==> src/rtl/tdt_dm_pulse_evt_arb.sv <==
// ---------------------------------------------------------------------------
// tdt_dm_pulse_evt_arb
//
// Destination-domain event collector for a bank of pulse synchronizers.
// Each channel counts its single-cycle pulses in a saturating counter, so no
// event is lost while the consumer is busy. Pending events are presented one
// at a time on a registered valid/ready interface. A round-robin arbiter
// picks which channel is presented next. When a counter is full and another
// pulse arrives, that event is dropped and a sticky overflow bit is set.
//
// Ports
//   dst_clk      in   block clock (destination domain)
//   dst_rst_b    in   asynchronous active-low reset
//   pulse_in     in   [CH_NUM]  one-cycle event pulses, one bit per channel
//   evt_valid    out  event presented on evt_id
//   evt_ready    in   consumer accepts (transfer on evt_valid & evt_ready)
//   evt_id       out  [ID_W]    channel of the presented event
//   evt_pending  out  [CH_NUM]  channel has a nonzero count (the presented
//                               event is not included)
//   ovf_sticky   out  [CH_NUM]  an event on that channel was dropped
//   ovf_clr      in   [CH_NUM]  write-1-to-clear for ovf_sticky
// ---------------------------------------------------------------------------
module tdt_dm_pulse_evt_arb #(
   parameter int CH_NUM = 4,
   parameter int CNT_W  = 4,
   parameter int ID_W   = 2
) (
   input  logic              dst_clk,
   input  logic              dst_rst_b,
   input  logic [CH_NUM-1:0] pulse_in,
   output logic              evt_valid,
   input  logic              evt_ready,
   output logic [ID_W-1:0]   evt_id,
   output logic [CH_NUM-1:0] evt_pending,
   output logic [CH_NUM-1:0] ovf_sticky,
   input  logic [CH_NUM-1:0] ovf_clr
);

   localparam logic [CNT_W-1:0] CNT_MAX = '1;

   logic [CNT_W-1:0]  cnt     [CH_NUM];
   logic [CNT_W-1:0]  cnt_nxt [CH_NUM];
   logic [ID_W-1:0]   last_id;
   logic [CH_NUM-1:0] req;
   logic [CH_NUM-1:0] dec;
   logic [CH_NUM-1:0] ovf_set;
   logic [ID_W-1:0]   gnt;
   logic              found;
   logic              load;

   // Requests come from registered counts only, so nothing from an input
   // reaches an output combinationally.
   always_comb begin
      for (int i = 0; i < CH_NUM; i++) begin
         req[i] = (cnt[i] != '0);
      end
   end

   // Round-robin search: offsets 1..CH_NUM from last_id; the first channel
   // found with a request wins. Offset CH_NUM is last_id itself, so it has
   // the lowest priority.
   always_comb begin
      found = 1'b0;
      gnt   = '0;
      for (int k = 1; k <= CH_NUM; k++) begin
         for (int i = 0; i < CH_NUM; i++) begin
            if (!found && req[i] && (((int'(last_id) + k) % CH_NUM) == i)) begin
               found = 1'b1;
               gnt   = ID_W'(i);
            end
         end
      end
   end

   // The output register may be refilled when it is empty or being consumed.
   assign load = (!evt_valid || evt_ready) && found;

   always_comb begin
      for (int i = 0; i < CH_NUM; i++) begin
         dec[i] = load && (gnt == ID_W'(i));
      end
   end

   // An increment and a decrement in the same cycle cancel out, even at
   // full scale. That case is not an overflow.
   always_comb begin
      ovf_set = '0;
      for (int i = 0; i < CH_NUM; i++) begin
         cnt_nxt[i] = cnt[i];
         if (pulse_in[i] && !dec[i]) begin
            if (cnt[i] == CNT_MAX) begin
               ovf_set[i] = 1'b1;
            end else begin
               cnt_nxt[i] = cnt[i] + 1'b1;
            end
         end else if (!pulse_in[i] && dec[i]) begin
            cnt_nxt[i] = cnt[i] - 1'b1;
         end
      end
   end

   always_ff @(posedge dst_clk or negedge dst_rst_b) begin
      if (!dst_rst_b) begin
         evt_valid  <= 1'b0;
         evt_id     <= '0;
         last_id    <= ID_W'(CH_NUM - 1);
         ovf_sticky <= '0;
         for (int i = 0; i < CH_NUM; i++) begin
            cnt[i] <= '0;
         end
      end else begin
         if (load) begin
            evt_valid <= 1'b1;
            evt_id    <= gnt;
            last_id   <= gnt;
         end else if (evt_valid && evt_ready) begin
            evt_valid <= 1'b0;
         end
         // A set in the same cycle takes priority over a clear.
         ovf_sticky <= ovf_set | (ovf_sticky & ~ovf_clr);
         for (int i = 0; i < CH_NUM; i++) begin
            cnt[i] <= cnt_nxt[i];
         end
      end
   end

   assign evt_pending = req;

endmodule

==> config.mk <==
export PLATFORM = sky130hd
export DESIGN_NAME = tdt_dm_pulse_evt_arb
export DESIGN_NICKNAME = d
export VERILOG_FILES = /design/src/rtl/tdt_dm_pulse_evt_arb.sv
export SDC_FILE = /design/constraint.sdc
export NUM_CORES = 1
export LEC_CHECK = 0
export CAP_MARGIN = 5
export CORE_ASPECT_RATIO = 0.6
export CORE_UTILIZATION = 55
export CTS_CLUSTER_DIAMETER = 30
export DETAILED_ROUTE_END_ITERATION = 8
export GPL_ROUTABILITY_DRIVEN = 0
export PLACE_DENSITY = 0.84
export SLEW_MARGIN = 10
export SYNTH_ARGS = -nofsm -noshare
export SYNTH_HDL_FRONTEND = slang
export SYNTH_SLANG_ARGS = --single-unit
==> constraint.sdc <==
create_clock -name dst_clk -period 4.6 [get_ports dst_clk]
set_input_delay 0.92 -clock dst_clk [delete_from_list [all_inputs] [get_ports dst_clk]]
set_output_delay 0.92 -clock dst_clk [all_outputs]
set_load 0.02 [all_outputs]
==> results.md, run 1 <==
- Status: finished clean
- CTS tree: yes
- Largest area contributor in the netlist: dfrtp_1
- Worst clock skew: 7.365 ps
- DP Worst Slack: 637.7 ps
- Core Util, Final: 69.07%
- Mapped Cells: 163
- Asr flop ratio synth: 100.0%
- Fin crit share: 80.86%
- Input/output buffers: 21
- Pleak: 0.8733 nW
- CTS clock-pin slew for the worst setup and hold paths: 90 ps
- Clk_lat worst skew: 280 ps
- Worst endpoint required time: 4800 ps
- Max-slew violation count: 0
- Setup bufs post-CTS: 0
- I/O Pins: 22
- Core ar.: 2965 sq um
- Crit path cell chain: nor4_1 -> inv_1 -> a22oi_2 -> nand3_1 -> o31ai_1 -> ha_1 -> a21o_1 -> a21o_1 -> or2_2 -> mux2_1 -> mux2i_1
- Initial DRC Count: 79
- CP Capture Type: flop
- Tot GR Track Use: 24.89%
- Crit-path max FO: 5
- Commonest non-fill, non-tap cell in the layout: dfrtp_1
- Main area contributors after synthesis: dfrtp_1, ha_1, fa_1
- Setup Viol. Count Final: 0
- DR vias/cell: 6.084
- Register area share after synthesis: 35.53%
- Synth Area per Inst: 10.85 sq um
- Top cell type's share of synthesized area: 32.55%
- RSZ-0062 raised after global routing: no
- Power Dens Cells: 735.3 nW/um^2
- Cts hold-fix bufs: 0
- Max incr delay on CP: 660 ps
- Maximum clock rate: 0.2689 GHz
- Slew @ Worst Pin: 769.5 ps
- Post-synth EDFFs: 0
- Post-DP HPWL: 2876 um
- Antenna Cells: 0
- Final Hold Vio Count: 0
- Family with the most delay on the worst path: compound AO/OA/AOI/OAI gates
- Highest-count cells in the layout ignoring fill and taps: dfrtp_1, clkdlybuf4s50_1, nand2_1
- Nets@finish: 208
- Crit path time final: 3719 ps
- Relative slew slack: 48.26%
- Post-route worst setup slack: 880.5 ps
- Synth warn: 0
- Largest net degree at the start of global routing: 26
- Synth unique cells: 54
- Area grow syn2layout: 15.85%
- Max-cap violations: 0
- Mapped Nets: 186
- Sink Count: 25
- Die area: 3453 sq um
- Post-CTS Resized: 0
- Synthesized cell area: 1768 sq um
- Routed WL per cell: 16.69 um
- Root Buffer: clkbuf_8
- Setup TNS Final: 0 ps
- Number of global-route vias before repair: 1354
- Layout cell share with drive strength beyond 1: 16.30%
- CTS Buf Count: 3
- Drc violations: 0
- First-pass GRT wire length: 6216 um
- H-tree depth: 1
- Number of routed nets with antenna violations: 0
- Slack of the worst reg-to-reg path: 880 ps
- Starting Density: 59.62%
- WP data arrival: 3920 ps
- CP Launch Type: flop
- Crit path kind: reg -> reg
- Clk buf depth: 2
- Top_reg_cell synth: dfrtp_1
- Die Wd: 75.20 um
- Worst Hold Class: reg -> reg
- Grt ovf: 0
- WP buf/inv: 1
- Final wirelength: 3771 um
- TritonRoute pass-1 iters: 4
- Synth Register Bits: 25
- Cell seen most often among critical-path stages: a21o_1
- Slowest CP cell: o31ai_1
- Die H: 45.92 um
- Via count: 1375
- Core Rows: 15
- VDD IR max: 0.3923 mV
- Initial antenna violation count: 0
[power by group]
| group | internal [mW] | total, mW | switching (mW) |
|---|---|---|---|
| logic | 0.439 | 0.901 | 0.463 |
| registers | 0.333 | 0.468 | 0.135 |
| clock network | 0.0609 | 0.137 | 0.0758 |
[synthesized netlist by cell type, types with 2 or more instances]
library cell / count
a21boi_0: 2
a21o_1: 8
a21oi_1: 3
a22oi_1: 2
a22oi_2: 2
a2bb2oi_1: 2
clkbuf_1: 2
dfrtp_1: 23
dfstp_2: 2
fa_1: 4
ha_1: 8
inv_1: 10
mux2_1: 2
mux2_2: 2
mux2_4: 3
mux2i_1: 5
nand2_1: 14
nand3_1: 5
nand4_1: 4
nor2_1: 3
nor2b_1: 3
o21a_1: 2
o21ai_0: 4
o22a_1: 3
o22ai_1: 7
or3_4: 2
xnor2_1: 7
xor2_1: 3
[worst register-to-register path: stages, from the launching register on]
cell	delay, ps
dfrtp_1	460
nor4_1	460
inv_1	180
a22oi_2	280
nand3_1	170
o31ai_1	660
ha_1	360
a21o_1	170
a21o_1	200
or2_2	290
mux2_1	280
mux2i_1	120
[metal layers]
layer | up-vias | GRT usage [%] | part of all wire, %
met4 | 0 | 8.519 | 1.1
met5 | - | 0 | 0
li1 | 647 | - | -
met2 | 52 | 42.52 | 49
met3 | 6 | 5.531 | 5.9
met1 | 670 | 31.76 | 44
[flip-flops by register name, summed over array words and instances, names as in the netlist]
register	count
last_id	2
evt_id	2
cnt	16
evt_valid	1
ovf_sticky	4
[layout make-up]
class,count,area (sq um)
clock buffer,3,41.29
clock inverter,1,5.005
fill,238,917.1
inverter,11,41.29
multi-input combinational,123,1075
sequential,25,628.1
tap,42,52.55
timing repair buffer,21,205.2
[through the flow]
step                hold slack (ps)  power (mW)  std cells  instance area, sq um
global placement              487.4       1.304        222                  2007
floorplan                     465.1       1.136        163                  1768
finish                        495.4       1.506        226                  2048
global route                  527.2       1.621        226                  2048
detailed placement            482.6       1.364        222                  2007
CTS                           504.6       1.508        226                  2053
[path summary, 6_finish.rpt]
| path | endpoint | start | cells past startpoint |
|---|---|---|---|
| worst max-delay path | cnt[15]$_DFFE_PN0P_ | cnt[9]$_DFFE_PN0P_ | 11 |
| worst min-delay path | evt_id[1]$_DFFE_PN0P_ | evt_id[1]$_DFFE_PN0P_ | 2 |
| worst max register to register | cnt[15]$_DFFE_PN0P_ | cnt[9]$_DFFE_PN0P_ | 11 |
| worst min register to register | evt_id[1]$_DFFE_PN0P_ | evt_id[1]$_DFFE_PN0P_ | 2 |
| max in group asynchronous | last_id[1]$_DFFE_PN1P_ | dst_rst_b | 1 |
| min in group asynchronous | cnt[14]$_DFFE_PN0P_ | dst_rst_b | 1 |
[cells by family after synthesis]
| family | Yosys count | share of synthesized area, % |
|---|---|---|
| adders and majority gates | 12 | 10.19 |
| xor gates and xnor gates | 10 | 4.954 |
| muxes | 12 | 7.926 |
| DFF | 25 | 35.53 |
| and+or+nand+nor | 45 | 18.26 |
| AOI/OAI and AO/OA | 44 | 19.46 |
| buffers and inverters | 15 | 3.680 |
Power figures use the tool's default switching activity.
==> run 2, diff against run 1 <==
--- a/config.mk
+++ b/config.mk
@@ -7,11 +7,11 @@
 export LEC_CHECK = 0
 export CAP_MARGIN = 5
 export CORE_ASPECT_RATIO = 0.6
-export CORE_UTILIZATION = 55
+export CORE_UTILIZATION = 50
 export CTS_CLUSTER_DIAMETER = 30
 export DETAILED_ROUTE_END_ITERATION = 8
 export GPL_ROUTABILITY_DRIVEN = 0
-export PLACE_DENSITY = 0.84
+export PLACE_DENSITY = 0.81
 export SLEW_MARGIN = 10
 export SYNTH_ARGS = -nofsm -noshare
 export SYNTH_HDL_FRONTEND = slang
==> constraint.sdc (replaced) <==
create_clock -name dst_clk -period 3.3 [get_ports dst_clk]
set_input_delay 0.66 -clock dst_clk [delete_from_list [all_inputs] [get_ports dst_clk]]
set_output_delay 0.66 -clock dst_clk [all_outputs]
set_load 0.02 [all_outputs]
==> results.md, run 2 (synthesis results as in run 1) <==
- CTS Buf Count: 3 (unchanged)
- Relative slew slack: 75.94% (+28 points)
- CTS tree: yes
- Maximum clock rate: 0.3178 GHz (+18%)
- Setup TNS Final: 0 ps (unchanged)
- Reg with most FFs: cnt
- Family with the most delay on the worst path: compound AO/OA/AOI/OAI gates
- Initial antenna violation count: 0 (unchanged)
- Power Dens Cells: 1004 nW/um^2 (+37%)
- Max incr delay on CP: 640 ps (-20 ps)
- VDD IR max: 0.5397 mV (+38%)
- Crit path cell chain: or4_1 -> a21o_1 -> a31oi_2 -> o31ai_2 -> ha_1 -> a21o_1 -> a21o_1 -> or2_2 -> mux2_1 -> mux2i_1
- Number of routed nets with antenna violations: 0 (unchanged)
- Via count: 1386 (+0.80%)
- Max-slew violation count: 0 (unchanged)
- RSZ-0062 raised after global routing: no
- Starting Density: 53.20% (-6.4 points)
- Pleak: 0.9266 nW (+6.1%)
- Max-cap violations: 0 (unchanged)
- First-pass GRT wire length: 6189 um (-0.43%)
- Final Hold Vio Count: 0 (unchanged)
- Layout cell share with drive strength beyond 1: 22.56% (+6.3 points)
- CP Capture Type: flop
- Worst Hold Class: reg -> reg
- Largest net degree at the start of global routing: 26 (unchanged)
- Number of global-route vias before repair: 1338 (-1.2%)
- Clk_lat worst skew: 280 ps (about the same)
- Sink Count: 25 (unchanged)
- Status: finished clean
- Drc violations: 0 (unchanged)
- Area grow syn2layout: 21.87%
- Commonest non-fill, non-tap cell in the layout: dfrtp_1
- Crit path time final: 3147 ps (-572.7 ps)
- TritonRoute pass-1 iters: 4 (unchanged)
- Post-route worst setup slack: 153.2 ps (-727.3 ps)
- Setup Viol. Count Final: 0 (unchanged)
- Crit-path max FO: 5 (unchanged)
- Largest register FFs: 16 (unchanged)
- CP Launch Type: flop
- Highest-count cells in the layout ignoring fill and taps: dfrtp_1, clkdlybuf4s50_1, nand2_1
- Routed WL per cell: 15.68 um (-6.1%)
- Antenna Cells: 0 (unchanged)
- Die area: 3785 sq um (+9.6%)
- Worst clock skew: 5.306 ps (-2.060 ps)
- Core Util, Final: 64.83% (-4.2 points)
- Initial DRC Count: 53 (-33%)
- Input/output buffers: 21 (unchanged)
- WP buf/inv: 0 (-1)
- CTS clock-pin slew for the worst setup and hold paths: 90 ps (about the same)
- Worst endpoint required time: 3510 ps (-1290 ps)
- H-tree depth: 1 (unchanged)
- DP Area: 2086 sq um (+3.9%)
- Slew @ Worst Pin: 355.4 ps (-414.1 ps)
- Post-DP HPWL: 2905 um (+1.0%)
- Core ar.: 3323 sq um (+12%)
- Die Wd: 78.77 um (+4.7%)
- Crit path kind: reg -> reg
- DR WL met2: 1710 um (-7.0%)
- Clk buf depth: 2 (unchanged)
- Overall power: 2.162 mW (+44%)
- Die H: 48.06 um (+4.7%)
- Met3 WL: 135 um (-39%)
- Fin crit share: 95.36% (+14 points)
- DR vias/cell: 5.775 (-5.1%)
- I/O Pins: 22 (unchanged)
- Cell seen most often among critical-path stages: a21o_1
- Non-filler cells, final: 240 (+6.2%)
- Grt ovf: 0 (unchanged)
- Biggest regs: cnt x16, ovf_sticky x4
- Final wirelength: 3762 um (-0.24%)
- Slowest CP cell: or4_1
- WP data arrival: 3360 ps (-560 ps)
- Metal-1 WL: 1870 um (+12%)
- Worst Hold Slack: 514.6 ps (+19.26 ps)
- Tot GR Track Use: 22.33% (-2.6 points)
- Placed cell count: 235 (+5.9%)
- Core Rows: 16 (+1)
- Final instance area: 2155 sq um (+5.2%)
- Nets@finish: 219 (+5.3%)
- Root Buffer: clkbuf_8
- Top Metal Used: met4
- DP Worst Slack: 18.86 ps (-618.8 ps)
## run 2: worst paths after layout
path | depth (start not counted) | from | slack (ps) | end
max reg2reg | 10 | cnt[13]$_DFFE_PN0P_ | 150 | cnt[15]$_DFFE_PN0P_
min reg2reg | 1 | evt_id[0]$_DFFE_PN0P_ | 510 | evt_id[0]$_DFFE_PN0P_
max in group asynchronous | 2 | dst_rst_b | 2260 | last_id[0]$_DFFE_PN1P_
max | 10 | cnt[13]$_DFFE_PN0P_ | 150 | cnt[15]$_DFFE_PN0P_
min in group asynchronous | 2 | dst_rst_b | 730 | ovf_sticky[0]$_DFF_PN0_
min | 1 | evt_id[0]$_DFFE_PN0P_ | 510 | evt_id[0]$_DFFE_PN0P_
## run 2: cell type report
class | count | area [sq um]
Timing Repair Buffer | 32 | 292.8
Clock inverter | 1 | 5.005
Tap cell | 45 | 56.30
Inverter | 11 | 41.29
Fill cell | 261 | 1169
Clock buffer | 3 | 41.29
Multi-Input combinational cell | 123 | 1089
Sequential cell | 25 | 629.4
## run 2: routing by layer
layer	up-vias	global-route usage (%)
met5	-	0
met4	0	10.00
met3	4	5.714
met2	28	36.00
met1	680	29.34
li1	674	-
## run 2: power breakdown
part	leakage, nW	total, mW	switching [mW]	internal, mW
clock	0.0255	0.190	0.106	0.0848
sequential	0.288	0.635	0.170	0.465
combinational	0.613	1.34	0.672	0.665
## run 2: timing repair
action                                  4_1_cts  5_1_grt
pin swaps                                     0        1
hold buffers                                  0        0
hold endpoints to repair                      0        0
endpoints found under the setup margin        1        3
resized for setup                             1        3
setup buffers                                 0        1
